## src/rtl/puzzle_move_writer.sv

```systemverilog
// Write-side move controller for the 5-puzzle register file: read board/count/history,
// validate and apply one blank move, write all three back. Optional: PUZZLE_SOLVED_DETECT_EN.
module puzzle_move_writer #(
  parameter int DW        = 40,
  parameter int BOARD_REG = 0,
  parameter int CNT_REG   = 1,
  parameter int ORD_REG   = 2
) (
  input  logic          clk,
  input  logic          rst_n,
  input  logic          cmd_valid,
  output logic          cmd_ready,
  input  logic [1:0]    cmd_dir,
  output logic [3:0]    rf_src0,
  output logic [3:0]    rf_src1,
  input  logic [DW-1:0] rf_data0,
  input  logic [DW-1:0] rf_data1,
  output logic          rf_we,
  output logic [3:0]    rf_dst,
  output logic [DW-1:0] rf_wdata,
  output logic          done,
  output logic          illegal,
  output logic          solved
);

  typedef enum logic [2:0] {IDLE, RD_A, RD_B, CALC, WR_BRD, WR_CNT, WR_ORD, DONE} state_t;

  state_t          state_q, state_d;
  logic [1:0]      dir_q;
  logic [17:0]     board_q;
  logic [DW-1:0]   cnt_q;
  logic [DW-3:0]   hist_q;
  logic            illegal_q;

  logic [2:0]      blank_pos, tgt_pos, tile;
  logic            found, legal;
  logic [17:0]     swapped;

  // Scan from the top cell down so the lowest-index blank wins.
  always_comb begin
    found     = 1'b0;
    blank_pos = 3'd0;
    for (int i = 5; i >= 0; i--) begin
      if (board_q[17-3*i -: 3] == 3'd0) begin
        found     = 1'b1;
        blank_pos = 3'(i);
      end
    end
  end

  always_comb begin
    legal   = 1'b0;
    tgt_pos = blank_pos;
    case (dir_q)
      2'd0: begin legal = blank_pos >= 3'd3; tgt_pos = blank_pos - 3'd3; end
      2'd1: begin legal = blank_pos <  3'd3; tgt_pos = blank_pos + 3'd3; end
      2'd2: begin legal = (blank_pos != 3'd0) && (blank_pos != 3'd3); tgt_pos = blank_pos - 3'd1; end
      default: begin legal = (blank_pos != 3'd2) && (blank_pos != 3'd5); tgt_pos = blank_pos + 3'd1; end
    endcase
    legal = legal && found;
  end

  // Blank cell already holds 0, so the swap only moves the target tile into it.
  always_comb begin
    tile    = 3'd0;
    swapped = board_q;
    for (int i = 0; i < 6; i++)
      if (3'(i) == tgt_pos) tile = board_q[17-3*i -: 3];
    for (int i = 0; i < 6; i++) begin
      if (3'(i) == blank_pos)    swapped[17-3*i -: 3] = tile;
      else if (3'(i) == tgt_pos) swapped[17-3*i -: 3] = 3'd0;
    end
  end

  // NOTE: state and data registers use non-blocking assignments so every flop samples pre-edge values.
  always_ff @(posedge clk or negedge rst_n) begin
    if (!rst_n) begin
      state_q   <= IDLE;
      dir_q     <= 2'd0;
      board_q   <= 18'd0;
      cnt_q     <= '0;
      hist_q    <= '0;
      illegal_q <= 1'b0;
    end else begin
      state_q <= state_d;
      case (state_q)
        IDLE: if (cmd_valid) dir_q <= cmd_dir;
        RD_A: begin
          board_q <= rf_data0[17:0];
          cnt_q   <= rf_data1;
        end
        RD_B: hist_q    <= rf_data0[DW-3:0];
        CALC: illegal_q <= !legal;
        default: ;
      endcase
    end
  end

  // NOTE: every output gets a default first so no path through the case can infer a latch.
  always_comb begin
    state_d   = state_q;
    cmd_ready = 1'b0;
    rf_src0   = 4'd0;
    rf_src1   = 4'd0;
    rf_we     = 1'b0;
    rf_dst    = 4'd0;
    rf_wdata  = '0;
    done      = 1'b0;
    illegal   = 1'b0;
    solved    = 1'b0;
    case (state_q)
      IDLE: begin
        cmd_ready = 1'b1;
        if (cmd_valid) state_d = RD_A;
      end
      RD_A: begin
        rf_src0 = 4'(BOARD_REG);
        rf_src1 = 4'(CNT_REG);
        state_d = RD_B;
      end
      RD_B: begin
        rf_src0 = 4'(ORD_REG);
        state_d = CALC;
      end
      CALC: state_d = legal ? WR_BRD : DONE;
      WR_BRD: begin
        rf_we    = 1'b1;
        rf_dst   = 4'(BOARD_REG);
        rf_wdata = {{(DW-18){1'b0}}, swapped};
        state_d  = WR_CNT;
      end
      WR_CNT: begin
        rf_we    = 1'b1;
        rf_dst   = 4'(CNT_REG);
        rf_wdata = cnt_q + DW'(1);
        state_d  = WR_ORD;
      end
      WR_ORD: begin
        rf_we    = 1'b1;
        rf_dst   = 4'(ORD_REG);
        rf_wdata = {hist_q, dir_q};
        state_d  = DONE;
      end
      default: begin
        done    = 1'b1;
        illegal = illegal_q;
`ifdef PUZZLE_SOLVED_DETECT_EN
        solved  = !illegal_q && (swapped == 18'o123450);
`endif
        state_d = IDLE;
      end
    endcase
  end

endmodule
```

## config.mk

```make
export PLATFORM = sky130hd
export DESIGN_NAME = puzzle_move_writer
export DESIGN_NICKNAME = d
export VERILOG_FILES = /design/src/rtl/puzzle_move_writer.sv
export SDC_FILE = /design/constraint.sdc
export NUM_CORES = 1
export LEC_CHECK = 0
export BUFFER_PORTS_ARGS = -buffer_cell sky130_fd_sc_hd__buf_4
export CAP_MARGIN = 20
export CORE_MARGIN = 4
export CORE_UTILIZATION = 53
export DETAILED_ROUTE_END_ITERATION = 12
export HOLD_SLACK_MARGIN = 0.06
export PLACE_DENSITY = 0.89
export REMOVE_ABC_BUFFERS = 1
export SETUP_SLACK_MARGIN = 0.4
export SLEW_MARGIN = 25
export SYNTH_ARGS = -nofsm -noshare
export SYNTH_HDL_FRONTEND = slang
export SYNTH_SLANG_ARGS = --single-unit
export TNS_END_PERCENT = 1
```

## constraint.sdc

```tcl
create_clock -name clk -period 4.28 [get_ports clk]
set_input_delay 0.214 -clock clk [delete_from_list [all_inputs] [get_ports clk]]
set_output_delay 0.214 -clock clk [all_outputs]
set_load 0.01 [all_outputs]
```

# After elaboration in Yosys (flattened, before gate mapping)
# Cells that the tools add are included.
[word_totals] regBits=102 latch_bits=0 ramBits=0 romBits=0 input_bits=85 out_inout_bits=57 wordCells=96 mem_count=0
[classes] add_sub_neg=5 mul=0 div=0 n_lt_le_gt_ge=2 n_eq_ne=22 n_shift=0 mux=43 bitwise_logic=0 n_reduce_logical=18
[ops] op="$pmux 40 s3" count=1
[ops] op="$mux 3" count=25
[ops] op="$add 40x1->40 const B" count=1
[ops] op="$logic_not 3->1" count=9
[ops] op="$pmux 3 s7" count=1
[ops] op="$eq 2x3->1 const A" count=4
[ops] op="$eq 3x3->1 const A" count=4
[ops] op="$mux 1" count=11
[ops] op="$eq 3x3->1 const B" count=3
[ops] op="$pmux 3 s3" count=1
[ops] op="$reduce_or 7->1" count=1
[ops] op="$eq 1x3->1 const A" count=2
[ops] op="$eq 3x2->1 const B" count=2
[ops] op="$ne 3x2->1 const B" count=2
[ops] op="$mux 2" count=2
[ops] op="$pmux 2 s2" count=1
[ops] op="$add 3x1->3 const B" count=1
[ops] op="$add 3x2->3 const B" count=1
[ops] op="$eq 3x1->1 const B" count=1
[ops] op="$ge 3x2->1 const B" count=1
[ops] op="$logic_and 1x1->1" count=3
[ops] op="$lt 3x2->1 const B" count=1
[ops] op="$ne 3x3->1 const B" count=1
[ops] op="$pmux 1 s3" count=1
[ops] op="other kinds (10)" count=10

# Logic depth before layout (Yosys ltp)
[logic_depth] ltp_word=18 depth_mapped=12 ltp_nobuf=12

# Worst setup path after synthesis
# No wires, ideal clock.
[synth_timing] path_kind="register to output" startpoint="register board_q[5]" endpoint="output rf_wdata[3]" arrival_ns=3.140 path_slack_ns=0.926 path_stages_with_launch=12 cell_sequence="dfrtp_1 -> or3_1 -> a211oi_2 -> nor2_4 -> ha_1 -> mux2_2 -> mux2_2 -> mux2i_1 -> nand2_1 -> and4_1 -> o21bai_2 -> a311o_1"
[synth_between] elab_chain_cells=17 elab_cells_between_ends=27 classes_between="4 x add/sub; 6 x eq/ne; 15 x mux; 2 x reduce/logical"
[synth_lines] item="start, declared" line_no="30" text="logic [17:0] board_q;"
[synth_lines] item="start signal, assigned" line_no="89" text="board_q <= rf_data0[17:0];"
[synth_lines] item="$logic_not 3->1 (*)" line_no="44" text="if (board_q[17-3*i -: 3] == 3'd0) begin"
[synth_lines] item="$mux 3 (*) (5 in series)" line_no="44"
[synth_lines] item="$add 3x1->3 (tied with other cells)" line_no="58" text="default: begin legal = (blank_pos != 3'd2) && (blank_pos != 3'd5); tgt_pos = blank_pos + 3'd1; end"
[synth_lines] item="$pmux 3 s3" line_no="54" text="case (dir_q)"
[synth_lines] item="$logic_not 3->1" line_no="68" text="if (3'(i) == tgt_pos) tile = board_q[17-3*i -: 3];"
[synth_lines] item="$mux 3 (6 in series)" line_no="68"
[synth_lines] item="$mux 3 (*)" line_no="70" text="if (3'(i) == blank_pos) swapped[17-3*i -: 3] = tile;"
[synth_lines] item="$pmux 40 s3 (*)" line_no="111" text="case (state_q)"
[synth_lines] item="end, declared" line_no="20" text="output logic [DW-1:0] rf_wdata,"
# Mark *: on every way between the ends. The rest lies on a longest branch, timed or not.

# Worst setup path after layout
[layout_timing] startpoint="register board_q[5]" endpoint="output rf_wdata[12]"
# Same word-level chain as after synthesis.

==> key figures <==
Final layout
  • Final Non-Filler Cells: 875
  • Nets: 824
  • ANT cells: 0
  • Layout cell share with drive strength beyond 1: 41.50%
  • Area Growth Syn to Fin: 28.26%
  • Fillers: 811
  • Fin util: 70.41%

Worst setup path
  • WP data required: 4.07 ns
  • CP cell instances: or3_4, a211oi_4, nor2_1, ha_1, mux2_4, mux2_4, mux2i_1, nand2_1, and4_4, o21bai_4, a221o_1, buf_6
  • CP Max Fanout: 5
  • CP Class: flip-flop to output port
  • Crit path DAT: 3.64 ns
  • CP Launch Type: flip-flop
  • CP delay by family, top: compound AO/OA/AOI/OAI gates
  • Setup slack, reg-to-reg: 1.26 ns
  • Crit path buf inv count: 1
  • Max stage delay cell, worst path: or3_4
  • Crit path top cell by count: mux2_4
  • Setup crit end kind: output port
  • Critical path's largest stage delay: 0.43 ns

Synth
  • Most frequent cells after synthesis: dfrtp_1, mux2_2, nand2_1, o21ai_0, xnor2_1
  • Ys flop type: dfrtp_1
  • Distinct cells, synth: 65
  • Synth area leader: dfrtp_1
  • Area contributors post-synth: dfrtp_1, mux2_2, nand2_1, xnor2_1, o21ai_0
  • Register area share after synthesis: 42.33%
  • Avg Inst Size Synth: 10.19 µm²
  • Area share of the largest cell type after synthesis: 42.33%
  • Yosys reg bits: 102
  • Async SR Flop Fraction: 100.0%
  • Post-synth EDFFs: 0
  • Syn. warnings: 0
  • Synth Instances: 592
  • Count leader, synth: dfrtp_1
  • Mapped cell area: 6030 µm²

Clock tree
  • Sink Count: 102
  • CTS tree: yes
  • Root buffer cell: clkbuf_16
  • CTS max path bufs: 2
  • CTS Buf Count: 9
  • Clock transition at path regs: 0.07 ns
  • Clock insertion delay at the later pin of the skew report: 0.37 ns
  • Htree depth: 3

Timing
  • Fin. max-slew vios: 0
  • Final worst slack: 0.4273 ns
  • Min Hold Slack: 0.07124 ns
  • Measured slew at the worst slew-check pin: 0.9457 ns
  • Max Clock Skew: 0.01168 ns
  • Final min period: 3.853 ns
  • Final setup fails: 0
  • Relative slew slack: 36.82%
  • Setup TNS: 0 ns
  • Period utilization: 90.02%
  • Final hold violation count: 0
  • Fmax: 259.6 MHz
  • RSZ-0062 raised after global routing: true

Job
  • Max Cap Viol: 0

Pwr
  • VDD IR max: 0.0005899 V
  • Switching power of the nets: 3009 µW
  • Logic pwr share: 59.1%
  • PD cells: 900.2 nW/µm²
  • Clock power share: 12.0%
  • Seq pwr share: 28.9%
  • Switching portion of total power: 43.23%
  • Pint: 3952 µW
  • Leak: 0.003325 µW

Place
  • Setup WS pre-CTS: 0.4364 ns
  • Dpl hpwl: 12220 µm
  • GPL Wtd Cong: 0.9657
  • Port Buffer Count: 130
  • Dpl cells: 838

Routing
  • DRT iter0 DRCs: 262
  • Post-route ant nets: 0
  • Post-DR wirelength/cell: 19.27 µm
  • Routed Wire Length: 16860 µm
  • Via density: 5.838
  • First-pass DRT Iterations: 4
  • DRC viols: 0
  • Routed via count: 5108

Floorplan
  • Core area: 10980 µm²
  • Row count: 38
  • Chip Height: 114.7 µm
  • Top-Level Pins: 142
  • Die ar.: 13150 µm²
  • Starting Density: 54.90%
  • Horiz. Die Dim: 114.7 µm

Global route
  • Global-route wire length before repair: 27310 µm
  • Tot GR Track Use: 26.49%
  • Antenna violations before repair: 0
  • Vias in the first global route: 5359
  • Largest net degree at the start of global routing: 55
  • GRT overflow: 0

Worst hold path
  • Worst hold path type: input port to flip-flop

Outcome
  • Status: complete, no violations
==> cell type report <==
type	count	area, µm²	area share [%]
well taps	140	175.2	2.265
inverters	17	66.31	0.8575
repair buffers	158	1205	15.58
multi-input cells	442	3443	44.52
clock inverters	4	55.05	0.7119
clock buffers	12	236.5	3.058
flip-flops and latches	102	2552	33.00
==> worst register-to-register path, delay by kind of cell (launching register included) <==
family,cells,cell delay (ns)
AND/OR/NAND/NOR,3,0.86
flip-flops,1,0.39
adder cells (fa/ha/maj),2,0.46
AO/OA/AOI/OAI,5,1.24
==> flip-flops by register name, summed over array words and instances, names as in the netlist <==
name and cells:
cnt_q 40, board_q 18, hist_q 38, illegal_q 1, state_q 3, dir_q 2
==> power groups by stage <==
stage | combinational, µW | clock [µW] | sequential [µW]
2_1_floorplan | 2450 | 0 | 1820
3_3_place_gp | 3420 | 0 | 1960
3_5_place_dp | 3470 | 0 | 2000
4_1_cts | 3860 | 846 | 1990
5_1_grt | 4420 | 886 | 2090
6_report | 4110 | 834 | 2010
==> worst paths after layout <==
kind | to | startpoint | cells after the start
max | rf_wdata[12] | board_q[5] | 12
min | cnt_q[28] | rf_data1[28] | 3
max reg2reg | state_q[0] | board_q[5] | 10
min reg2reg | hist_q[28] | hist_q[28] | 1
max in group asynchronous | cnt_q[37] | rst_n | 3
min in group asynchronous | cnt_q[15] | rst_n | 2
==> routing by layer <==
layer	global-route usage, %	share of wire (%)
met3	8.932	8.8
met5	0	0
met4	8.393	2.1
met2	44.74	49
met1	31.87	40
==> placed cells by master, fill, tap and decap left out, types with 3 or more instances in the layout <==
cell type	synthesis	routed
o21ai_0	45	42
mux2i_1	5	4
nor3_1	12	9
or2_2	3	3
or3_1	6	4
inv_1	16	16
dfrtp_1	102	102
a221o_1	14	14
nand4_1	5	5
ha_1	9	7
and4_4	3	4
xor2_1	10	10
nor4b_1	3	3
and3_1	7	7
a311o_1	4	4
dlygate4sd3_1	0	6
clkbuf_1	21	3
a21oi_1	8	7
a22oi_1	3	3
conb_1	1	9
nand2_1	74	72
nor3_4	1	5
and2_1	7	6
xnor2_1	28	28
nand3_1	15	15
o21ai_2	1	3
clkbuf_16	0	9
nor2_1	26	26
mux2_2	92	90
buf_4	10	151
o21ai_1	8	8
==> cells by family after synthesis <==
logic type / count (synthesis) / synth area share [%]
compound gates: 105 / 11.93
xor+xnor: 38 / 5.520
fa+ha+maj: 9 / 1.868
buf+inv: 56 / 4.233
flops: 102 / 42.33
mux: 98 / 18.24
other cells: 1 / 0.06219
simple gates: 183 / 15.81
==> repair_timing <==
action,CTS,global route
hold endpoints to repair,58,0
setup endpoints to repair,18,18
resized for setup,21,19
hold buffers,6,0
setup buffers,11,4
pin swaps,8,20
==> per-stage QoR <==
stage | power, µW | cell area, µm²
floorplan | 4270 | 5868
global placement | 5385 | 7084
detailed placement | 5476 | 7084
CTS | 6693 | 7614
global route | 7389 | 7734
finish | 6962 | 7734
Note: power is estimated with default switching activity, not from simulation.
